--- config.mk ---
export PLATFORM = sky130hd
export DESIGN_NAME = spi_target
export DESIGN_NICKNAME = d
export VERILOG_FILES = /design/src/rtl/spi_target_pkg.sv /design/src/rtl/spi_sync.sv /design/src/rtl/spi_target.sv
export SDC_FILE = /design/constraint.sdc
export NUM_CORES = 1
export LEC_CHECK = 0
export BUFFER_PORTS_ARGS = -buffer_cell sky130_fd_sc_hd__buf_2
export CAP_MARGIN = 15
export CORE_MARGIN = 2
export CORE_UTILIZATION = 55
export CTS_CLUSTER_DIAMETER = 30
export DETAILED_ROUTE_END_ITERATION = 16
export GPL_TIMING_DRIVEN = 0
export PLACE_DENSITY = 0.77
export SYNTH_ARGS = -nofsm -noshare
export SYNTH_HDL_FRONTEND = slang
export SYNTH_SLANG_ARGS = --single-unit
--- constraint.sdc ---
create_clock -name wb_clk -period 2 [get_ports wb_clk]
set_input_delay 0.1 -clock wb_clk [delete_from_list [all_inputs] [get_ports wb_clk]]
set_output_delay 0.1 -clock wb_clk [all_outputs]
set_load 0.05 [all_outputs]
--- src/rtl/spi_target_pkg.sv ---
// Shared types and constants for the SPI target.
// Frame width, byte type, link state and default fill byte.
package spi_target_pkg;

  localparam int BYTE_W = 8;

  typedef logic [BYTE_W-1:0] byte_t;

  typedef enum logic {
    IDLE,
    ACTIVE
  } spi_tgt_state_e;

  localparam byte_t FILL_DEFAULT = 8'hFF;

endpackage

--- src/rtl/spi_sync.sv ---
// N-stage flop synchroniser for one asynchronous SPI input.
// Reset value is a parameter so idle-high lines do not glitch.
module spi_sync #(
  parameter int   STAGES  = 2,
  parameter logic RST_VAL = 1'b0
) (
  input  logic clk,
  input  logic rst,
  input  logic d,
  output logic q
);

  logic [STAGES-1:0] s;

  always_ff @(posedge clk) begin
    if (rst) s <= {STAGES{RST_VAL}};
    else     s <= {s[STAGES-2:0], d};
  end

  assign q = s[STAGES-1];

endmodule

--- src/rtl/spi_target.sv ---
// Mode-0 SPI target: oversampled on wb_clk, byte pulse rx,
// one-entry tx buffer with fill byte on underrun.
module spi_target
  import spi_target_pkg::*;
#(
  parameter int    SYNC_STAGES = 2,
  parameter byte_t FILL_BYTE   = FILL_DEFAULT
) (
  input  logic  wb_clk,
  input  logic  wb_rst,
  input  logic  spi_sck,
  input  logic  spi_copi,
  output logic  spi_cipo,
  input  logic  spi_cs,
  input  logic  spi_nrst,
  output byte_t rx_data,
  output logic  rx_valid,
  input  byte_t tx_data,
  input  logic  tx_valid,
  output logic  tx_ready,
  output logic  tx_underrun,
  output logic  cs_active
);

  logic nrst_s;
  logic link_rst;
  logic sck_s, cs_s, copi_s;
  logic sck_q, cs_q, copi_r;
  logic sck_rise, sck_fall;
  logic cs_rise, cs_fall;

  spi_tgt_state_e state;
  logic [2:0]        bit_cnt;
  logic [BYTE_W-2:0] rx_shift;
  byte_t             tx_shift;
  byte_t             buf_data;
  logic              buf_valid;
  logic              load_req;
  byte_t             next_byte;

  spi_sync #(.STAGES(SYNC_STAGES), .RST_VAL(1'b1)) u_nrst (
    .clk(wb_clk), .rst(wb_rst), .d(spi_nrst), .q(nrst_s)
  );

  assign link_rst = wb_rst | ~nrst_s;

  spi_sync #(.STAGES(SYNC_STAGES), .RST_VAL(1'b0)) u_sck (
    .clk(wb_clk), .rst(link_rst), .d(spi_sck), .q(sck_s)
  );

  spi_sync #(.STAGES(SYNC_STAGES), .RST_VAL(1'b1)) u_cs (
    .clk(wb_clk), .rst(link_rst), .d(spi_cs), .q(cs_s)
  );

  spi_sync #(.STAGES(SYNC_STAGES), .RST_VAL(1'b0)) u_copi (
    .clk(wb_clk), .rst(link_rst), .d(spi_copi), .q(copi_s)
  );

  // Edge strobes are registered; copi is delayed to stay aligned.
  always_ff @(posedge wb_clk) begin
    if (link_rst) begin
      sck_q    <= 1'b0;
      cs_q     <= 1'b1;
      copi_r   <= 1'b0;
      sck_rise <= 1'b0;
      sck_fall <= 1'b0;
      cs_rise  <= 1'b0;
      cs_fall  <= 1'b0;
    end else begin
      sck_q    <= sck_s;
      cs_q     <= cs_s;
      copi_r   <= copi_s;
      sck_rise <= sck_s & ~sck_q;
      sck_fall <= ~sck_s & sck_q;
      cs_rise  <= cs_s & ~cs_q;
      cs_fall  <= ~cs_s & cs_q;
    end
  end

  assign load_req = ~link_rst & (
    (state == IDLE && cs_fall) ||
    (state == ACTIVE && !cs_rise && !cs_fall &&
     sck_fall && bit_cnt == 3'd0));

  assign next_byte = buf_valid ? buf_data : FILL_BYTE;
  assign tx_ready  = ~buf_valid;
  assign cs_active = (state == ACTIVE);

  // The buffer survives a link reset; only wb_rst empties it.
  always_ff @(posedge wb_clk) begin
    if (wb_rst) begin
      buf_valid <= 1'b0;
      buf_data  <= '0;
    end else if (load_req && buf_valid) begin
      buf_valid <= 1'b0;
    end else if (tx_valid && tx_ready) begin
      buf_valid <= 1'b1;
      buf_data  <= tx_data;
    end
  end

  always_ff @(posedge wb_clk) begin
    if (link_rst) begin
      state       <= IDLE;
      bit_cnt     <= 3'd0;
      rx_shift    <= '0;
      tx_shift    <= '0;
      rx_data     <= '0;
      rx_valid    <= 1'b0;
      tx_underrun <= 1'b0;
      spi_cipo    <= 1'b0;
    end else begin
      rx_valid    <= 1'b0;
      tx_underrun <= 1'b0;
      unique case (state)
        IDLE: begin
          if (cs_fall) begin
            state       <= ACTIVE;
            bit_cnt     <= 3'd0;
            tx_shift    <= next_byte;
            spi_cipo    <= next_byte[BYTE_W-1];
            tx_underrun <= ~buf_valid;
          end
        end
        ACTIVE: begin
          if (cs_rise) begin
            state    <= IDLE;
            bit_cnt  <= 3'd0;
            spi_cipo <= 1'b0;
          end else if (cs_fall) begin
            bit_cnt <= bit_cnt;
          end else if (sck_rise) begin
            rx_shift <= {rx_shift[BYTE_W-3:0], copi_r};
            bit_cnt  <= bit_cnt + 3'd1;
            if (bit_cnt == 3'd7) begin
              rx_data  <= {rx_shift, copi_r};
              rx_valid <= 1'b1;
            end
          end else if (sck_fall) begin
            if (bit_cnt != 3'd0) begin
              tx_shift <= tx_shift << 1;
              spi_cipo <= tx_shift[BYTE_W-2];
            end else begin
              tx_shift    <= next_byte;
              spi_cipo    <= next_byte[BYTE_W-1];
              tx_underrun <= ~buf_valid;
            end
          end
        end
        default: state <= IDLE;
      endcase
    end
  end

endmodule
==> run metrics <==
drt wl/cell 11.7 um; Worst Skew 0.00842 ns; hpwl dp 2290 um; final worst path period share 86.9%; status complete, no violations; Clk Latency, worst-skew pair 0.36 ns; drt pass-1 iters 4; Post-route DRC 0; CTS root buf clkbuf_4; number of global-route vias before repair 1456; die area 4150 um2; Net Switching 412 uW; htree depth 2; Hold Crit Depth 1; Yosys top cell area share 52.9%; Synthesized Nets 223; initial antenna violation count 0; RSZ-0062 raised after global routing false; CTS sink cnt 53; initial core utilization 58.7%; r2r worst-path depth 7; Internal 1.29 mW; register area share after synthesis 52.9%; layout cells sized above 1 22.4%; Rows 21; pwr/cell area 710 nW/um2; clock power share 27.3%; Post-synth ARST share 0%; first-pass GRT wire length 6350 um; crit path launch type flop; Post-synth EDFFs 0; GRT Total Usage 19.7%; cts repair resizes 0; DIE WIDTH 64.4 um; Worst Tran Pin Value 0.439 ns; vias 1527; Die Y 64.4 um; commonest non-fill, non-tap cells in the layout dfxtp_1, buf_2, nor2_1, nand2_1, mux2i_1; Fin Setup TNS 0 ns; CTS tree yes; Final min period 1.74 ns; Syn. warnings 0; Logic pwr share 8.3%; syn_area_per_cell 9.78 um2; count of final max-slew check failures 0; HP Start sck_q; Clock Path Buffers 2; Core ar. 3420 um2; Arr. time, crit path 2.03 ns; gr ovfl total 0; initial DRC count 51; commonest non-fill, non-tap cell in the layout dfxtp_1; largest net degree at the start of global routing 18; fmax 575 MHz; synthesized cell area 2010 um2; R2R Path End spi_cipo; # setup viols final 0; # Max-Cap Violations 0; Nets 271; Main synth FF type dfxtp_1; gpl congestion 0.774; # Post-CTS Setup Buffers 0; Peak VDD IR 555 uV; WL final 3510 um; WHS Endpoint sck_rise; Yosys top cell by area dfxtp_1; share of power burned in registers 64.4%; Required @ worst endpoint 2.29 ns; worst relative slew slack 70.0%; CP max FO 8; routed vias/inst 5.09; Static Leak 0.972 nW; number of buffers created by CTS 5; post-route ant nets 0; hold buffers post-CTS 14; top post-synthesis cells by area dfxtp_1, mux2i_1, nand2_1; distinct cell type count after synthesis 31; IO Pins 28; area delta synth->final 19.5%; final hold viol count 0; CP Capture Type flop; critical path class reg -> reg; Critical Path Source bit_cnt[0]; Min-Delay Path Class reg -> reg; Antenna Diode Count 0; launch point of the worst reg-to-reg path bit_cnt[0]; Seq cells post-synth 53; fin util 70.2%; setup slack, reg-to-reg 0.26 ns; switching part of the total 24.2%; Port-buffer cells 27; Reg clk slew, reported paths 0.15 ns; cell count after synthesis 205
power by group through the flow:
stage	clock network [mW]	logic [mW]	registers, mW
2_1_floorplan	0	0.0820	1.12
3_3_place_gp	0	0.116	1.12
3_5_place_dp	0	0.118	1.12
4_1_cts	0.483	0.139	1.10
5_1_grt	0.538	0.157	1.10
6_report	0.465	0.141	1.10
kinds of logic after synthesis:
group / share of synthesized area [%]
AOI/OAI and AO/OA: 11.9
adders and majority gates: 1.87
buffers and inverters: 4.62
DFF: 52.9
muxes: 9.23
and+or+nand+nor: 19.5
stage by stage:
step | setup WS [ns] | cell area, um2 | hold slack (ns) | power, mW | cells
global route | 0.174 | 2400 | 0.439 | 1.80 | 300
floorplan | 0.340 | 2010 | 0.201 | 1.20 | 205
global placement | 0.330 | 2200 | 0.283 | 1.24 | 278
finish | 0.261 | 2400 | 0.416 | 1.70 | 300
CTS | 0.268 | 2400 | 0.425 | 1.72 | 300
detailed placement | 0.313 | 2200 | 0.286 | 1.24 | 278
sequential cells by signal (all words and copies together) (netlist names), 2 cells and up:
register	cells
buf_data	8
rx_data	8
rx_shift	7
tx_shift	7
bit_cnt	3
u_copi.s	2
u_cs.s	2
u_nrst.s	2
u_sck.s	2
metal layers:
metal / track usage [%] / vias up / wire length, um
met5: 0 / - / 0
met4: 6.38 / 0 / 70
met3: 6.16 / 8 / 142
met2: 33.2 / 37 / 1710
met1: 23.8 / 692 / 1590
li1: - / 790 / -
worst max-delay path, cell delays in order, from the launching register on:
cell	delay, ns
dfxtp_1	0.35
inv_1	0.07
ha_1	0.13
nor2b_1	0.25
nand2b_1	0.14
buf_2	0.20
mux2_4	0.32
a211oi_2	0.22
worst max-delay path by stage:
stage | slack, ns | to | depth (start not counted)
after floorplan | 0.34 | rx_data[1] | 7
after global placement | 0.33 | spi_cipo | 7
after detailed placement | 0.31 | spi_cipo | 7
after CTS | 0.27 | spi_cipo | 7
after global routing | 0.17 | spi_cipo | 7
final | 0.26 | spi_cipo | 7
area by class of cell:
class	instances	area (um2)
sequential	53	1060
fill	278	1020
multi-input combinational	136	852
timing repair buffer	41	275
buffer	11	73.8
tap	46	57.6
clock buffer	5	37.5
clock inverter	3	21.3
inverter	5	18.8
Yosys cell counts (2+ instances only):
library cell   n
a21oi_1        2
nand2b_1       6
nor2b_1        7
and2_1         6
or2_2          2
inv_1          5
a211oi_1       6
nor2_1        26
nor3b_1        3
mux2i_1       17
buf_2          5
dfxtp_1       53
nand3_1        3
o21ai_0        5
o22ai_1        7
buf_6          3
a21oi_2        7
clkbuf_1       2
ha_1           3
nand2_1       26
Power figures use the tool's default switching activity.
